### config.mk
export PLATFORM = sky130hd
export DESIGN_NAME = ps2_byte_logger_flat
export DESIGN_NICKNAME = d
export VERILOG_FILES = /design/src/rtl/ps2_byte_logger_if.sv /design/src/rtl/ps2_byte_logger.sv /design/src/flat_wrapper.sv
export SDC_FILE = /design/constraint.sdc
export NUM_CORES = 1
export LEC_CHECK = 0
export ABC_AREA = 1
export BUFFER_PORTS_ARGS = -buffer_cell sky130_fd_sc_hd__buf_2
export CAP_MARGIN = 5
export CORE_MARGIN = 4
export CORE_UTILIZATION = 29
export DETAILED_ROUTE_END_ITERATION = 8
export PLACE_DENSITY_LB_ADDON = 0.1
export SYNTH_ARGS = -nofsm -noshare
export SYNTH_HDL_FRONTEND = slang
export SYNTH_SLANG_ARGS = --single-unit
### constraint.sdc
create_clock -name clk -period 2.05 [get_ports clk]
set_input_delay 0.1025 -clock clk [delete_from_list [all_inputs] [get_ports clk]]
set_output_delay 0.1025 -clock clk [all_outputs]
set_load 0.02 [all_outputs]
### src/rtl/ps2_byte_logger_if.sv
// Link from the PS/2 receiver into the byte logger: a ready level and the
// byte it qualifies. The receiver side drives (master), the logger listens (slave).
interface ps2_byte_logger_if #(
    parameter int DATA_W = 8
);
    logic              byte_ready;
    logic [DATA_W-1:0] byte_data;

    modport master (output byte_ready, output byte_data);
    modport slave  (input  byte_ready, input  byte_data);
endinterface

### src/rtl/ps2_byte_logger.sv
// ps2_byte_logger: capture buffer for PS/2 receiver bytes.
// Stores up to DEPTH bytes in one-shot or circular mode and shows a
// WIN_BYTES-wide window of the buffer (oldest entry in the MSBs) on hex_out.
// Optional feature macro: LOGGER_TRIGGER_EN adds trig_value/trig_mask ports
// and a WAIT_TRIG state that holds off capture until a matching byte arrives.
module ps2_byte_logger #(
    parameter int DATA_W      = 8,
    parameter int DEPTH       = 8,
    parameter int WIN_BYTES   = 4,
    parameter int SYNC_STAGES = 2,
    localparam int PTR_W  = (DEPTH > 1) ? $clog2(DEPTH) : 1,
    localparam int WSEL_W = ((DEPTH / WIN_BYTES) > 1) ? $clog2(DEPTH / WIN_BYTES) : 1,
    localparam int CNT_W  = $clog2(DEPTH) + 1,
    localparam int HEX_W  = WIN_BYTES * DATA_W
) (
    input  logic                    clk,
    input  logic                    rstn,
    ps2_byte_logger_if.slave        rx,
    input  logic                    mode,
    input  logic                    arm,
    input  logic                    freeze,
    input  logic [WSEL_W-1:0]       win_sel,
`ifdef LOGGER_TRIGGER_EN
    input  logic [DATA_W-1:0]       trig_value,
    input  logic [DATA_W-1:0]       trig_mask,
`endif
    output logic [HEX_W-1:0]        hex_out,
    output logic [CNT_W-1:0]        count,
    output logic                    full,
    output logic                    overflow,
    output logic                    capture_strobe
);

    typedef enum logic [1:0] {
        ST_CAPTURE   = 2'd0,
        ST_DONE      = 2'd1,
        ST_WAIT_TRIG = 2'd2
    } state_t;

`ifdef LOGGER_TRIGGER_EN
    localparam state_t ST_INIT = ST_WAIT_TRIG;
`else
    localparam state_t ST_INIT = ST_CAPTURE;
`endif

    logic [SYNC_STAGES-1:0] sync_reg;
    logic                   ready_prev_reg;
    logic [DATA_W-1:0]      data_reg;
    logic                   byte_edge;
    logic                   accept;
    logic                   trig_match;

    state_t                 state_reg;
    state_t                 state_next;
    logic                   wr_en;
    logic                   ovf_set;

    logic [DATA_W-1:0]      mem_reg [DEPTH];
    logic [PTR_W-1:0]       wr_ptr_reg;
    logic [CNT_W-1:0]       fill_reg;
    logic                   wrapped_reg;
    logic                   mode_reg;
    logic                   overflow_reg;
    logic                   strobe_reg;
    logic [CNT_W-1:0]       count_reg;
    logic                   full_reg;
    logic [HEX_W-1:0]       hex_reg;
    wire  [HEX_W-1:0]       hex_next;
    logic [PTR_W-1:0]       oldest;

    // Bring the asynchronous ready level into clk and capture the byte beside the last stage.
    always_ff @(posedge clk) begin
        if (!rstn) begin
            sync_reg       <= '0;
            ready_prev_reg <= 1'b0;
            data_reg       <= '0;
        end else begin
            sync_reg       <= {sync_reg[SYNC_STAGES-2:0], rx.byte_ready};
            ready_prev_reg <= sync_reg[SYNC_STAGES-1];
            data_reg       <= rx.byte_data;
        end
    end

    assign byte_edge = sync_reg[SYNC_STAGES-1] & ~ready_prev_reg;
    // arm takes priority over a coincident byte, and freeze drops it silently
    assign accept    = byte_edge & ~freeze & ~arm;

`ifdef LOGGER_TRIGGER_EN
    assign trig_match = (((data_reg ^ trig_value) & trig_mask) == '0);
`else
    assign trig_match = 1'b0;
`endif

    // FSM state register; arm restarts capture like a reset does.
    always_ff @(posedge clk) begin
        if (!rstn || arm) begin
            state_reg <= ST_INIT;
        end else begin
            state_reg <= state_next;
        end
    end

    // FSM next state: one-shot stops after the buffer fills, a trigger match starts capture.
    always_comb begin
        state_next = state_reg;
        case (state_reg)
            ST_CAPTURE: begin
                if (wr_en && !mode_reg && fill_reg == CNT_W'(DEPTH - 1)) begin
                    state_next = ST_DONE;
                end
            end
            ST_WAIT_TRIG: begin
                if (wr_en) begin
                    state_next = ST_CAPTURE;
                end
            end
            default: state_next = state_reg;
        endcase
    end

    // FSM outputs: decide whether an accepted byte is stored and whether it overflows.
    always_comb begin
        wr_en   = 1'b0;
        ovf_set = 1'b0;
        case (state_reg)
            ST_CAPTURE: begin
                wr_en   = accept;
                ovf_set = accept & mode_reg & (fill_reg == CNT_W'(DEPTH));
            end
            ST_DONE: begin
                ovf_set = accept;
            end
            ST_WAIT_TRIG: begin
                wr_en = accept & trig_match;
            end
            default: begin
                wr_en   = 1'b0;
                ovf_set = 1'b0;
            end
        endcase
    end

    // Buffer storage: cleared wholesale by reset/arm, one entry written per accepted byte.
    always_ff @(posedge clk) begin
        if (!rstn || arm) begin
            for (int i = 0; i < DEPTH; i++) begin
                mem_reg[i] <= '0;
            end
        end else if (wr_en) begin
            mem_reg[wr_ptr_reg] <= data_reg;
        end
    end

    // Write pointer, fill level, sticky flags and the one-cycle-late count/full view.
    always_ff @(posedge clk) begin
        if (!rstn || arm) begin
            wr_ptr_reg   <= '0;
            fill_reg     <= '0;
            wrapped_reg  <= 1'b0;
            mode_reg     <= mode;
            overflow_reg <= 1'b0;
            strobe_reg   <= 1'b0;
            count_reg    <= '0;
            full_reg     <= 1'b0;
        end else begin
            strobe_reg <= wr_en;
            count_reg  <= fill_reg;
            full_reg   <= (fill_reg == CNT_W'(DEPTH));
            if (ovf_set) begin
                overflow_reg <= 1'b1;
            end
            if (wr_en) begin
                wr_ptr_reg <= wr_ptr_reg + PTR_W'(1);
                if (fill_reg != CNT_W'(DEPTH)) begin
                    fill_reg <= fill_reg + CNT_W'(1);
                end
                if (wr_ptr_reg == PTR_W'(DEPTH - 1)) begin
                    wrapped_reg <= 1'b1;
                end
            end
        end
    end

    // Before the first wrap the oldest byte is entry 0; afterwards it is the next slot to overwrite.
    assign oldest = wrapped_reg ? wr_ptr_reg : '0;

    // One lane per window byte: logical index w*W+k maps to physical (oldest + w*W + k) mod DEPTH.
    for (genvar gi = 0; gi < WIN_BYTES; gi++) begin : g_win
        logic [PTR_W-1:0] phys;
        assign phys = oldest + PTR_W'(win_sel) * PTR_W'(WIN_BYTES) + PTR_W'(gi);
        assign hex_next[(WIN_BYTES-1-gi)*DATA_W +: DATA_W] = mem_reg[phys];
    end

    // Registered window so the display path sees a clean value one cycle after a change.
    always_ff @(posedge clk) begin
        if (!rstn || arm) begin
            hex_reg <= '0;
        end else begin
            hex_reg <= hex_next;
        end
    end

    assign hex_out        = hex_reg;
    assign count          = count_reg;
    assign full           = full_reg;
    assign overflow       = overflow_reg;
    assign capture_strobe = strobe_reg;

endmodule

### src/flat_wrapper.sv
// flat-port wrapper written by rule: the top's interface ports become plain ports
module ps2_byte_logger_flat 
#(
    parameter int DATA_W      = 8,
    parameter int DEPTH       = 8,
    parameter int WIN_BYTES   = 4,
    parameter int SYNC_STAGES = 2,
    localparam int PTR_W  = (DEPTH > 1) ? $clog2(DEPTH) : 1,
    localparam int WSEL_W = ((DEPTH / WIN_BYTES) > 1) ? $clog2(DEPTH / WIN_BYTES) : 1,
    localparam int CNT_W  = $clog2(DEPTH) + 1,
    localparam int HEX_W  = WIN_BYTES * DATA_W
)
  (clk, rstn, mode, arm, freeze, win_sel, hex_out, count, full, overflow, capture_strobe, rx_byte_ready, rx_byte_data);
  ps2_byte_logger_if #(.DATA_W(DATA_W)) rx_i ();
  input  logic clk;
  input  logic rstn;
  input  logic mode;
  input  logic arm;
  input  logic freeze;
  input  logic [WSEL_W-1:0] win_sel;
  output logic [HEX_W-1:0] hex_out;
  output logic [CNT_W-1:0] count;
  output logic full;
  output logic overflow;
  output logic capture_strobe;
  input wire logic [$bits(rx_i.byte_ready)-1:0] rx_byte_ready;
  input wire logic [$bits(rx_i.byte_data)-1:0] rx_byte_data;
  assign rx_i.byte_ready = rx_byte_ready;
  assign rx_i.byte_data = rx_byte_data;
  ps2_byte_logger #(.DATA_W(DATA_W), .DEPTH(DEPTH), .WIN_BYTES(WIN_BYTES), .SYNC_STAGES(SYNC_STAGES)) u_core (.clk(clk), .rstn(rstn), .rx(rx_i), .mode(mode), .arm(arm), .freeze(freeze), .win_sel(win_sel), .hex_out(hex_out), .count(count), .full(full), .overflow(overflow), .capture_strobe(capture_strobe));
endmodule
==> results of run 1 <==
==> cell type report <==
class | count | area [um^2] | share of cell area
Sequential cell | 124 | 3140 | 0.403
Multi-Input combinational cell | 632 | 2790 | 0.359
Timing Repair Buffer | 93 | 653 | 0.0840
Clock buffer | 22 | 529 | 0.0681
Tap cell | 280 | 350 | 0.0450
Inverter | 60 | 225 | 0.0290
Clock inverter | 10 | 95.1 | 0.0122
==> power groups by stage <==
stage | Clock, W | Sequential (W) | Combinational, W
5_1_grt | 0.00333 | 0.00277 | 0.000466
4_1_cts | 0.00321 | 0.00276 | 0.000419
6_report | 0.00315 | 0.00277 | 0.000411
3_3_place_gp | 0 | 0.00282 | 0.000406
2_1_floorplan | 0 | 0.00280 | 0.000234
3_5_place_dp | 0 | 0.00282 | 0.000404
==> layer usage <==
| layer | global-route usage | wire (um) | vias up |
|---|---|---|---|
| met5 | 0 | 0 | - |
| met4 | 0.0508 | 319 | 0 |
| met3 | 0.0310 | 1230 | 19 |
| met2 | 0.261 | 9200 | 149 |
| met1 | 0.272 | 10700 | 2636 |
| li1 | - | - | 2899 |
==> kinds of logic (layout without fill, tap and decap cells) <==
family	Yosys count	after routing
and+or+nand+nor	588	588
DFF	124	124
AOI/OAI and AO/OA	36	36
xor gates and xnor gates	2	2
adders and majority gates	6	6
buffers and inverters	104	185
==> repair_timing <==
action,CTS,global route
hold buffers,10,0
resized for setup,0,0
buffers inserted,0,0
hold endpoints to repair,10,0
==> layout by cell type, fill, tap and decap left out, types with 3 or more instances in the layout <==
master	n
inv_1	56
clkbuf_16	21
o21ai_0	14
ha_1	6
clkinv_2	3
nor2_1	101
dfxtp_1	57
buf_2	53
clkinv_4	3
nand3_2	4
nand2_2	10
buf_4	25
edfxtp_1	65
dlygate4sd3_1	10
nand2_1	312
inv_2	4
nand3_1	144
a21oi_1	20
buf_12	5
nor3_1	9
==> how the worst max path moves through the flow <==
stage	from	to	slack, ns	cells past startpoint
finish	u_core.wr_ptr_reg[0]	u_core.hex_out[7]	0.19	7
global route	u_core.wr_ptr_reg[0]	u_core.hex_out[22]	0.02	9
CTS	u_core.wr_ptr_reg[0]	u_core.hex_out[7]	0.16	7
detailed placement	u_core.wr_ptr_reg[0]	u_core.hex_out[7]	0.18	7
global placement	u_core.wr_ptr_reg[0]	u_core.hex_out[7]	0.23	7
floorplan	u_core.wrapped_reg	u_core.hex_out[16]	0.003	12
==> critical path, stage by stage (launching register included) <==
cell and delay, ns:
dfxtp_2 0.46, nand2_2 0.12, ha_1 0.34, nand3b_1 0.39
nand2_1 0.17, inv_2 0.08, nor2_1 0.11, nor2_1 0.06
==> through the flow <==
step | instances | hold slack, ns
after floorplan | 860 | 0.200
after detailed placement | 1179 | 0.284
after global placement | 1179 | 0.281
final | 1221 | 0.0635
after global routing | 1221 | 0.0742
after CTS | 1221 | 0.0598
==> impl_results.rst, run 1 <==
.. list-table::
   :header-rows: 1

   * - Metric
     - Value
   * - DRT Wirelength
     - 21400 um
   * - End of the worst register-to-register path
     - u_core.hex_out[7]
   * - Placeable core area
     - 0.0218 mm^2
   * - Hold Vio Cnt, Final
     - 0
   * - Remaining DRCs
     - 0
   * - Flip-flop count of the largest register after layout
     - 64
   * - Hold path endpoint
     - u_core.data_reg[2]
   * - Number of cells on the worst hold path
     - 4
   * - Endpoint class of the critical path
     - register
   * - Layout area overhead
     - 21.3%
   * - Number of cells on the worst reg-to-reg path
     - 7
   * - Synth Area in Adders
     - 0.0117
   * - Async S/R FF share, synth
     - 0
   * - Cells taking the most area after synthesis
     - edfxtp_1, dfxtp_1, nand2_1
   * - Largest clock skew in the final design
     - 0.00961 ns
   * - Net switching share of the total power
     - 0.243
   * - Data arrival, critical path
     - 2.17 ns
   * - Sequential Power Share
     - 0.437
   * - Mux share of post-synthesis cell area
     - 0
   * - Later-pin clock latency in the skew report
     - 0.42 ns
   * - Vias in the first global route
     - 5244
   * - Number of enable-type register cells in the synthesized netlist
     - 65
   * - H-tree level count
     - 4
   * - Share of final-layout standard cells stronger than drive strength 1
     - 0.151
   * - Number of max-cap violations
     - 0
   * - Wire length of the first global-routing pass
     - 32500 um
   * - Cell with the most instances after synthesis
     - nand2_1
   * - Post-synth top cells
     - nand2_1, nand3_1, nor2_1, edfxtp_1, dfxtp_1
   * - Largest net degree at the start of global routing
     - 66
   * - Number of standard-cell rows in the floorplan
     - 54
   * - Static leakage power
     - 3.70 nW
   * - Die outline width
     - 157 um
   * - Fin crit share
     - 0.907
   * - Root Buffer Master
     - clkbuf_16
   * - Routed WL per cell
     - 17.5 um
   * - Fraction of post-synthesis cell area in the top cell type by area
     - 0.305
   * - Total standard cell area after synthesis
     - 0.00641 mm^2
   * - Maximum net fanout on the critical path
     - 9
   * - Cell internal power dissipation
     - 0.00479 W
   * - Final core utilization
     - 0.357
   * - Crit start category
     - register
   * - Final setup TNS
     - 0 ns
   * - Syn. warnings
     - 0
   * - Pre-CTS WS
     - 0.184 ns
   * - Post-Layout Inst Area
     - 0.00778 mm^2
   * - Post-synthesis xor/xnor area fraction
     - 0.00273
   * - Diode count
     - 0
   * - Worst reg2reg startpoint
     - u_core.wr_ptr_reg[0]
   * - Power dissipated by switching net loads
     - 0.00153 W
   * - Average vias per placed instance
     - 4.67
   * - Class of the most critical hold timing path
     - input port to register
   * - GPL Wtd Cong
     - 0.845
   * - CTS tree
     - built
   * - Synth Net Count
     - 881
   * - Pins Over Slew Limit
     - 0
   * - Setup Crit Path Kind
     - register to register
   * - VDD IR max
     - 0.374 mV
   * - Setup Viol. Count Final
     - 0
   * - Mean Syn Cell Area
     - 7.45 um^2
   * - Setup repair after global routing missed its margin
     - false
   * - Top achievable clock speed
     - 538 MHz
   * - Power Dens Cells
     - 814 mW/mm^2
   * - Sum of net half-perimeters after detailed placement
     - 15800 um
   * - Number of nets with antenna violations after detailed routing
     - 0
   * - Number of flip-flops and latches in the synthesized netlist
     - 124
   * - Headroom to the max-slew limit
     - 0.707
   * - Largest family of logic cells by synthesized area
     - simple AND/OR/NAND/NOR gates
   * - Portion of total power attributed to combinational logic
     - 0.065
   * - Buffers from clock root to sink, at most
     - 2
   * - Leftover overflow at the end of global routing
     - 0
   * - Final net count
     - 949
   * - Initial antenna violation count
     - 0
   * - Most frequently used flop master after synthesis
     - edfxtp_1
   * - Time the worst path needs with I/O delays and setup
     - 1.86 ns
   * - GR Util All Layers
     - 0.180
   * - Fraction of the mapped netlist area in compound gates
     - 0.0293
   * - Transition time of the tightest slew-check pin
     - 0.438 ns
   * - Total vias in the final route
     - 5703
   * - Simple-gate share of the synthesized area
     - 0.391
   * - Number of detailed-route iterations in the first pass
     - 6
   * - Starting density of the core
     - 0.295
   * - Setup slack of the most critical reg-to-reg path
     - 0.19 ns
   * - Violation count after the first detailed-route iteration
     - 542
   * - Synth area leader
     - edfxtp_1
   * - Instance count of the mapped netlist
     - 860
   * - Overall Power
     - 0.00633 W
   * - Clock input transition at the sequential cells of the worst setup and hold paths
     - 0.06 ns
   * - Number of input and output port buffers inserted
     - 53
   * - Status
     - complete, no violations
   * - Height of the die
     - 157 um
   * - TritonCTS Buffers
     - 17
   * - Fillers
     - 2340
   * - Required time reported for the critical path endpoint
     - 2.36 ns
   * - Total Die Area
     - 0.0245 mm^2
   * - Sequential share of the synthesized area
     - 0.489
   * - Share of total power in the clock network
     - 0.498
   * - Sinks on Clock Net
     - 124
   * - Synth cell types
     - 27
   * - Area post-placement
     - 0.00705 mm^2
   * - Final setup margin
     - 0.190 ns
   * - I/O pin total
     - 54
   * - Launch instance of the worst min-delay path
     - rstn
Note: power is estimated with default switching activity, not from simulation.
==> run 2, diff against run 1 <==
==> constraint.sdc (replaced) <==
create_clock -name clk -period 2.05 [get_ports clk]
set_input_delay 0 -clock clk [delete_from_list [all_inputs] [get_ports clk]]
set_output_delay 0 -clock clk [all_outputs]
set_load 0.02 [all_outputs]
==> run 2 against run 1 <==
Net effect:
- count of clock-buffer cells in the layout down 3
- wire length grew 1.4%
- combinational power up 5%
- sequential power hardly changed
- critical endpoint is now u_core.hex_out[13]
- highest routed layer unchanged
==> impl_results.rst, run 2 (same netlist as run 1, synthesis figures left out) <==
.. list-table::
   :header-rows: 1

   * - Metric
     - Value
   * - Setup repair after global routing missed its margin
     - false
   * - Transition time of the tightest slew-check pin
     - 0.614 ns (+0.176 ns)
   * - Remaining DRCs
     - 0 (unchanged)
   * - Largest clock skew in the final design
     - 0.0137 ns (+0.00406 ns)
   * - Hold Vio Cnt, Final
     - 0 (unchanged)
   * - H-tree level count
     - 4 (unchanged)
   * - Vias in the first global route
     - 5296 (+0.99%)
   * - Violation count after the first detailed-route iteration
     - 391 (-28%)
   * - Final core utilization
     - 0.361 (+0.00311)
   * - Number of detailed-route iterations in the first pass
     - 5 (-1)
   * - Most common cell after layout, fill and taps aside
     - nand2_1
   * - Post-Layout Inst Area
     - 0.00785 mm^2 (+0.87%)
   * - Height of the die
     - 157 um (unchanged)
   * - Crit start category
     - register
   * - Headroom to the max-slew limit
     - 0.591 (-0.117)
   * - Endpoint class of the critical path
     - register
   * - GPL Wtd Cong
     - 0.863 (+2.2%)
   * - Final setup TNS
     - 0 ns (unchanged)
   * - Sum of net half-perimeters after detailed placement
     - 16000 um (+0.84%)
   * - I/O pin total
     - 54 (unchanged)
   * - Flip-flop count of the largest register after layout
     - 64 (unchanged)
   * - Setup Crit Path Kind
     - register to register
   * - Most used cells in the layout excluding fill and tap cells
     - nand2_1, nand3_1, nor2_1
   * - Starting density of the core
     - 0.295 (unchanged)
   * - Total placed cells including tap cells
     - 1181 (+0.17%)
   * - Wire length of the first global-routing pass
     - 32500 um (-0.13%)
   * - Share of final-layout standard cells stronger than drive strength 1
     - 0.148 (-0.00310)
   * - Total vias in the final route
     - 5758 (+0.96%)
   * - Buffers from clock root to sink, at most
     - 2 (unchanged)
   * - GRT busiest layer
     - met1
   * - Diode count
     - 0 (unchanged)
   * - Number of standard cells in the layout, taps in and fillers out
     - 1234 (+1.1%)
   * - GRT met2 Usage
     - 0.264 (+0.00286)
   * - Area post-placement
     - 0.00706 mm^2 (about the same)
   * - Largest net degree at the start of global routing
     - 66 (unchanged)
   * - Fin crit share
     - 0.931 (+0.0240)
   * - TritonCTS Buffers
     - 17 (unchanged)
   * - GR Util All Layers
     - 0.179 (-0.000532)
   * - Data arrival, critical path
     - 2.25 ns (+0.08 ns)
   * - Routed WL per cell
     - 17.6 um (+0.37%)
   * - Clock input transition at the sequential cells of the worst setup and hold paths
     - 0.06 ns (about the same)
   * - Number of nets with antenna violations after detailed routing
     - 0 (unchanged)
   * - Root Buffer Master
     - clkbuf_16
   * - VDD IR max
     - 0.400 mV (+7.0%)
   * - Average vias per placed instance
     - 4.67 (about the same)
   * - Required time reported for the critical path endpoint
     - 2.39 ns (+0.03 ns)
   * - Placeable core area
     - 0.0218 mm^2 (unchanged)
   * - Number of max-cap violations
     - 0 (unchanged)
   * - Number of input and output port buffers inserted
     - 53 (unchanged)
   * - Pins Over Slew Limit
     - 0 (unchanged)
   * - Time the worst path needs with I/O delays and setup
     - 1.91 ns (+0.0493 ns)
   * - CTS tree
     - built
   * - Static leakage power
     - 3.70 nW (about the same)
   * - Number of standard-cell rows in the floorplan
     - 54 (unchanged)
   * - DRT Wirelength
     - 21700 um (+1.4%)
   * - GR met3 Demand/Resource
     - 0.0282 (-0.00277)
   * - Power Dens Cells
     - 776 mW/mm^2 (-4.7%)
   * - Sinks on Clock Net
     - 124 (unchanged)
   * - Later-pin clock latency in the skew report
     - 0.42 ns (about the same)
   * - Initial antenna violation count
     - 0 (unchanged)
   * - Setup Viol. Count Final
     - 0 (unchanged)
   * - Leftover overflow at the end of global routing
     - 0 (unchanged)
   * - Status
     - complete, no violations
   * - Final net count
     - 962 (+1.4%)
   * - Top achievable clock speed
     - 524 MHz (-2.6%)
   * - Setup slack of the most critical reg-to-reg path
     - 0.14 ns (-0.05 ns)
   * - Setup bufs post-CTS
     - 0 (unchanged)
   * - Die outline width
     - 157 um (unchanged)
   * - Class of the most critical hold timing path
     - input port to register
   * - Layout area overhead
     - 22.4%
   * - Maximum net fanout on the critical path
     - 29 (+20)
   * - Met1 demand-to-capacity share in global routing
     - 0.271 (-0.00108)
   * - Total Die Area
     - 0.0245 mm^2 (unchanged)
## run 2: cell types whose count changed in the layout (fill, tap and decap cells not counted), sizes merged, moves of 2 or more
cell | before | now
clkinv | 6 | 8
buf | 83 | 85
dlygate4sd3 | 10 | 20
clkinvlp | 0 | 3
inv | 63 | 60
clkbuf | 22 | 20
## run 2: critical path, stage by stage (launching register included)
cell,delay (ns)
dfxtp_2,0.45
buf_12,0.23
nand3_2,0.25
nand2_2,0.25
buf_12,0.19
nand2_4,0.10
nand2_4,0.12
nand2_1,0.08
a21oi_1,0.14
## run 2: path summary, 6_finish.rpt
check                          start               endpoint  cells past startpoint
hold reg to reg   u_core.sync_reg[0]     u_core.sync_reg[1]                      2
setup reg to reg  u_core.wrapped_reg     u_core.hex_out[13]                      8
hold / removal                freeze  u_core.capture_strobe                      6
setup / recovery  u_core.wrapped_reg     u_core.hex_out[13]                      8
## run 2: where the power goes
part / switching [W] / leakage (nW) / internal [W]
sequential: 0.0000706 / 1.21 / 0.00270
clock: 0.00112 / 0.265 / 0.00177
combinational: 0.000286 / 2.23 / 0.000144
## run 2: routing by layer
| layer | wire length (um) | vias up |
|---|---|---|
| met5 | 0 | - |
| met4 | 295 | 0 |
| met3 | 992 | 18 |
| met2 | 9390 | 141 |
| met1 | 11000 | 2673 |
| li1 | - | 2926 |
## run 2: metrics by stage
| stage | hold WS [ns] | total power (W) | setup WS, ns |
|---|---|---|---|
| 2_1_floorplan | 0.0976 | 0.00304 | 0.00276 |
| 3_3_place_gp | 0.178 | 0.00323 | 0.0826 |
| 3_5_place_dp | 0.180 | 0.00322 | 0.122 |
| 4_1_cts | 0.0635 | 0.00614 | 0.109 |
| 5_1_grt | 0.0871 | 0.00631 | 0.0355 |
| 6_report | 0.0733 | 0.00609 | 0.141 |
## run 2: layout make-up
type	instances	area, um^2
timing repair buffer	106	781
tap	280	350
multi-input combinational	632	2790
clock buffer	19	433
fill	2340	13900
sequential	124	3140
inverter	60	225
clock inverter	13	126
## run 2: timing repair
action / in CTS / in global routing
hold endpoints to repair: 12 / 0
hold buffers: 20 / 0
setup endpoints to repair: 0 / 2
resized for setup: 0 / 1
